### src/rtl/rf_pkg.sv
// rf_pkg: shared register-file defaults and the writeback source select type.
package rf_pkg;
  localparam int XLEN_DEF   = 32;
  localparam int NREGS_DEF  = 32;
  localparam int NUM_RD_DEF = 2;
  typedef enum logic {WB_ALU = 1'b0, WB_MEM = 1'b1} wb_sel_e;
endpackage

### src/rtl/rf_scoreboard.sv
// rf_scoreboard: per-register pending-write bits; writeback clears, then allocation sets.
module rf_scoreboard
  import rf_pkg::*;
#(
  parameter int NREGS  = NREGS_DEF,
  parameter int NUM_LK = NUM_RD_DEF,
  localparam int AW    = $clog2(NREGS)
) (
  input  logic                 clk,
  input  logic                 rst,
  input  logic                 clr_en,
  input  logic [AW-1:0]        clr_add,
  input  logic                 set_en,
  input  logic [AW-1:0]        set_add,
  input  logic [NUM_LK*AW-1:0] lk_add,
  output logic [NUM_LK-1:0]    lk_busy,
  output logic [NREGS-1:0]     busy_vec
);
  logic [NREGS-1:0] busy_nxt;
  // set after clear so a same-cycle reallocation keeps the register pending
  always_comb begin
    busy_nxt = busy_vec;
    if (clr_en) busy_nxt[clr_add] = 1'b0;
    if (set_en && set_add != '0) busy_nxt[set_add] = 1'b1;
  end
  always_ff @(posedge clk or negedge rst)
    if (!rst) busy_vec <= '0;
    else busy_vec <= busy_nxt;
  always_comb begin
    lk_busy = '0;
    for (int p = 0; p < NUM_LK; p++) lk_busy[p] = busy_vec[lk_add[p*AW +: AW]];
  end
endmodule

### src/rtl/regfile_mp.sv
// regfile_mp: multi-read-port register file with registered reads and busy scoreboard.
// Define RF_BYPASS_EN to forward a same-edge writeback into matching reads.
module regfile_mp
  import rf_pkg::*;
#(
  parameter int XLEN   = XLEN_DEF,
  parameter int NREGS  = NREGS_DEF,
  parameter int NUM_RD = NUM_RD_DEF,
  localparam int AW    = $clog2(NREGS)
) (
  input  logic                   clk,
  input  logic                   rst,
  input  logic [NUM_RD-1:0]      rd_en,
  input  logic [NUM_RD*AW-1:0]   rd_add,
  output logic [NUM_RD*XLEN-1:0] rd_data,
  output logic [NUM_RD-1:0]      rd_valid,
  output logic [NUM_RD-1:0]      rd_busy,
  input  logic                   wr_en,
  input  logic [AW-1:0]          wr_add,
  input  logic [XLEN-1:0]        wr_data,
  input  logic                   memtoreg,
  input  logic [XLEN-1:0]        meminp,
  input  logic                   alloc_en,
  input  logic [AW-1:0]          alloc_add,
  output logic [NREGS-1:0]       busy_vec
);
  logic [XLEN-1:0]   regs [NREGS];
  logic [XLEN-1:0]   wv;
  logic              wr_hit;
  logic [NUM_RD-1:0] lk_busy;
  wb_sel_e           wb_sel;
  assign wb_sel = wb_sel_e'(memtoreg);
  assign wv     = (wb_sel == WB_MEM) ? meminp : wr_data;
  assign wr_hit = wr_en && wr_add != '0;
  always_ff @(posedge clk or negedge rst)
    if (!rst) for (int i = 0; i < NREGS; i++) regs[i] <= '0;
    else if (wr_hit) regs[wr_add] <= wv;
  rf_scoreboard #(.NREGS(NREGS), .NUM_LK(NUM_RD)) u_sb (
    .clk(clk),
    .rst(rst),
    .clr_en(wr_en),
    .clr_add(wr_add),
    .set_en(alloc_en),
    .set_add(alloc_add),
    .lk_add(rd_add),
    .lk_busy(lk_busy),
    .busy_vec(busy_vec)
  );
  for (genvar p = 0; p < NUM_RD; p++) begin : g_rd
    logic [AW-1:0]   ra;
    logic            byp;
    logic [XLEN-1:0] q;
    logic            b, v;
    assign ra = rd_add[p*AW +: AW];
`ifdef RF_BYPASS_EN
    assign byp = wr_hit && ra == wr_add;
`else
    assign byp = 1'b0;
`endif
    always_ff @(posedge clk or negedge rst)
      if (!rst) begin
        q <= '0;
        b <= 1'b0;
        v <= 1'b0;
      end else begin
        v <= rd_en[p];
        if (rd_en[p]) begin
          q <= (ra == '0) ? '0 : byp ? wv : regs[ra];
          b <= ra != '0 && !byp && lk_busy[p];
        end
      end
    assign rd_data[p*XLEN +: XLEN] = q;
    assign rd_busy[p]              = b;
    assign rd_valid[p]             = v;
  end
endmodule
### config.mk
export PLATFORM = sky130hd
export DESIGN_NAME = regfile_mp
export DESIGN_NICKNAME = d
export VERILOG_FILES = /design/src/rtl/rf_pkg.sv /design/src/rtl/rf_scoreboard.sv /design/src/rtl/regfile_mp.sv
export SDC_FILE = /design/constraint.sdc
export NUM_CORES = 2
export LEC_CHECK = 0
export CAP_MARGIN = 20
export CORE_MARGIN = 4
export CORE_UTILIZATION = 55
export CTS_CLUSTER_DIAMETER = 200
export DETAILED_ROUTE_END_ITERATION = 8
export PLACE_DENSITY = 0.73
export SETUP_SLACK_MARGIN = 0.3
export SKIP_LAST_GASP = 1
export SLEW_MARGIN = 20
export SYNTH_ARGS = -nofsm -noshare
export SYNTH_HDL_FRONTEND = slang
export SYNTH_HIERARCHICAL = 1
export SYNTH_SLANG_ARGS = --single-unit
### constraint.sdc
create_clock -name clk -period 2.5 [get_ports clk]
set_clock_uncertainty 0.05 [all_clocks]
set_input_delay 0.5 -clock clk [delete_from_list [all_inputs] [get_ports clk]]
set_output_delay 0.5 -clock clk [all_outputs]
set_load 0.01 [all_outputs]
==> results.env <==
SEQUENTIAL_AREA_SHARE_AFTER_SYNTHESIS_PCT=49.3
SYNTH_ASYNC_SR_FLOP_SHARE_PCT=100
GRT_START_MAX_NET_PINS=76
CTS_BUFFER_DEPTH=3
FLOORPLAN.CORE_AREA_UM2=102000
FINAL_CELL_AREA_UM2=67700
NUMBER_OF_CORE_ROWS=117
SYNTH_LARGEST_AREA_CELL='dfrtp_1'
GLOBALROUTETOTALUTIL_PCT=35.1
CRITPATHLAUNCHTYPE='register'
CTS-HTREE-LEVELS=3
DRV.MAX_CAP_VIOLATION_COUNT=0
FINAL-SETUP-VIOL-COUNT=0
P_COMB_SHARE_PCT=21.5
FINAL_MIN_PERIOD_OVER_CLOCK_PERIOD_PCT=86.2
TIMING.FINAL.HOLD_VIOLATIONS=0
CTS_TREE='built'
SYNTH.NET_COUNT=5451
SYNTH_AREA_PER_CELL_UM2=10.6
GLOBALROUTEOVERFLOWTOTAL=0
FINAL_LAYOUT_NET_COUNT=5634
CLOCK-SINKS=1124
TIMING.CRITICAL_PATH.CELLS='dlygate4sd2_1'
DR_TOTAL_VIAS=47100
COUNT_OF_SYNTHESIS_STAGE_WARNINGS_FROM_YOSYS=6
FLOORPLAN.INITIALDENSITY_PCT=55.7
AREA_GROWTH_PCT=18.8
DIE_H_UM=330
TIMING_WORST_SLEW_PIN_VALUE_NS=0.715
STATUS='completed'
CLK_LATENCY_NS=0.71
IO_PINS=191
CLK_ROOT_BUFFER_CELL='clkbuf_16'
SWITCH_SHARE_PCT=29.8
FMAX_GHz=0.464
ARRIVAL_NS=1.61
POWER.STATIC_LEAKAGE_nW=29.4
CLKPWRFRAC_PCT=33.0
FINALCRITICALPERIOD_NS=2.16
LAYOUT_COMMON_CELLS='dfrtp_1, nor2_1, a21oi_1, o21ai_0, nand2_1'
POWERDENSITY_nW_PER_UM2=823
LAYOUT-DRIVE-GT1-SHARE_PCT=20.1
NUMBER_OF_BUFFERS_AND_INVERTERS_ON_THE_CRITICAL_PATH=1
TIMING.FINAL.MAX_SLEW_VIOLATIONS=0
FINISH.UTILIZATION_PCT=66.2
DP.FINAL_HPWL_MM=128
IO_PORT_BUFS=190
RSZ0062_AT_GRT='false'
DR.FIRST_ITER.DRC_COUNT=6156
CTS_BUFFERS=116
YS_DOMINANT_REG_CELL='dfrtp_1'
DRT.ANTENNA.VIOLATING_NETS=0
SYNTH-SEQ-CELLS=1124
MAX_STAGE_DELAY_NS=0.47
SYNTH-EDFF-COUNT=0
CTS.REPORTEDPATHS.CLKPINSLEW_NS=0.06
YOSYS.AREA.TOP_TYPE_SHARE_PCT=49.3
POST_DRT_VIA_CELL_RATIO=6.72
CRITICAL_PATH_CLASS='reg2out'
SWITCHING_POWER_mW=16.6
DETAIL_ROUTE.FIRST_PASS.ITERATIONS=6
FF2FF_PATH_DEPTH=4
SYNTH.LIB_CELLS_USED.DISTINCT=58
DIE_W_UM=330
PLACE_AREA_UM2=63600
WORST_EP_REQUIRED_TIME_NS=1.95
DIE-AREA_UM2=109000
PEAKVDDDROP_V=0.000555
NUMBER_OF_ANTENNA_VIOLATIONS_AT_THE_FIRST_CHECK_IN_GLOBAL_ROUTING=8
SLOWEST_STAGE='dfrtp_1'
DRT-WIRELENGTH-PER-CELL_UM=27.2
SYNTHESIS.AREA_UM2=57000
VIAS_IN_THE_FIRST_GLOBAL_ROUTE=47000
GATE_FAMILY_RESPONSIBLE_FOR_THE_MOST_DELAY_ALONG_THE_WORST_PATH='flip-flops'
TIMING.MAX_SLEW.REL_SLACK_PCT=51.1
DRC=0
SYNTH.TOP_CELLS.BY_AREA='dfrtp_1, mux4_2, mux2i_1'
HP-CLASS='in2async'
P_SEQ_SHARE_PCT=45.5
GP_CONGESTION=0.933
SETUP.WORST_PATH.END_CLASS='primary output'
WORST-PATH-STAGES=1
GRT_FIRST_PASS_WIRELENGTH_MM=288
ROUTE.FINAL.WIRE_LENGTH_MM=191
CRITICAL_PATH.MAX_FANOUT=3
LAYOUT_COMMONEST_CELL='dfrtp_1'
POWER_REPORT.INTERNAL_TOTAL_mW=39.2
POST_SYNTH_INST_COUNT=5360
## final timing paths
path / from / endpoint / slack, ns
max: g_rd[1].q[13]$_DFFE_PN0P_ / rd_data[45] / 0.34
min: rst / u_sb/busy_vec[30]$_DFF_PN0_ / 0.28
max reg2reg: regs[794]$_DFFE_PN0P_ / g_rd[1].q[26]$_DFFE_PN0P_ / 0.36
min reg2reg: regs[1001]$_DFFE_PN0P_ / regs[1001]$_DFFE_PN0P_ / 0.35
max in group asynchronous: rst / g_rd[1].q[11]$_DFFE_PN0P_ / 1.19
min in group clk: regs[1001]$_DFFE_PN0P_ / regs[1001]$_DFFE_PN0P_ / 0.35
## per-layer routing
metal / share of wire (%) / vias to the layer above / track usage, %
met5: 0.031 / - / 0
met3: 12 / 667 / 8.94
met2: 45 / 3048 / 53.6
li1: - / 19800 / -
met1: 38 / 23600 / 47.6
met4: 5.5 / 10 / 16.8
## kinds of logic after synthesis
family	after synthesis	share of synthesized area, %
DFF	1124	49.3
and+or+nand+nor	1269	8.90
buffers and inverters	561	4.25
muxes	829	21.9
AOI/OAI and AO/OA	1577	15.7
## through the flow
| stage | power [mW] | TNS [ns] | setup WS (ns) | std cells | hold WS (ns) |
|---|---|---|---|---|---|
| 2_1_floorplan | 32.6 | 0 | 0.273 | 5360 | 0.154 |
| 3_3_place_gp | 36.6 | -1.55 | -0.391 | 6771 | 0.333 |
| 3_5_place_dp | 37.3 | -2.24 | -0.365 | 6771 | 0.338 |
| 4_1_cts | 55.6 | 0 | 0.0846 | 7009 | 0.275 |
| 5_1_grt | 58.2 | 0 | 0.302 | 7009 | 0.319 |
| 6_report | 55.8 | 0 | 0.344 | 7011 | 0.280 |
## synthesized netlist by cell type, types with 3 or more instances
master,count
nand2_1,447
mux4_2,314
a21oi_1,709
a221oi_1,30
or3b_2,4
clkbuf_1,426
nor4_1,3
mux2_2,64
nor2_1,729
buf_1,7
or3_1,4
o22ai_1,93
o21ai_0,506
buf_6,16
nor2b_1,9
dfrtp_1,1124
mux2i_1,441
nor3b_1,4
buf_2,91
a211oi_1,4
inv_1,3
a2111oi_0,46
nor4b_1,3
nand2b_1,8
o22a_1,30
nand3b_1,15
nand3_1,12
nand4b_1,5
a2111oi_1,6
mux4_1,10
a2bb2oi_1,31
o211ai_1,61
a2111oi_2,10
nor3_1,10
o21ai_1,3
buf_4,14
nor3_2,4
a22oi_1,38
## sequential cells by signal (all words and copies together), names as in the netlist
register,flops
g_rd.q,64
u_sb/busy_vec,32
g_rd.v,2
g_rd.b,2
regs,1024
## what timing repair did
| action | CTS | global route |
|---|---|---|
| setup endpoints to repair | 97 | 6 |
| cloned | 0 | 0 |
| hold buffers | 1 | 0 |
| buffers inserted | 21 | 0 |
| endpoints found under the hold margin | 33 | 0 |
| resized for setup | 109 | 6 |
## layout make-up
| type | instances | area, um2 |
|---|---|---|
| fillers | 7526 | 34600 |
| flip-flops and latches | 1124 | 28200 |
| multi-input cells | 3675 | 26900 |
| repair buffers | 621 | 6880 |
| clock buffers | 169 | 3480 |
| well taps | 1368 | 1710 |
| clock inverters | 47 | 591 |
| inverters | 5 | 18.8 |
| diodes | 2 | 5.00 |
## power by group through the flow
stage / clock network (mW) / registers [mW] / logic, mW
after floorplan: 0 / 24.5 / 8.10
after global placement: 0 / 25.2 / 11.4
after detailed placement: 0 / 25.5 / 11.8
after CTS: 18.5 / 25.2 / 11.9
after global routing: 19.3 / 25.8 / 13.1
final: 18.4 / 25.4 / 12.0
No activity file was read; power rests on OpenSTA's default activity.
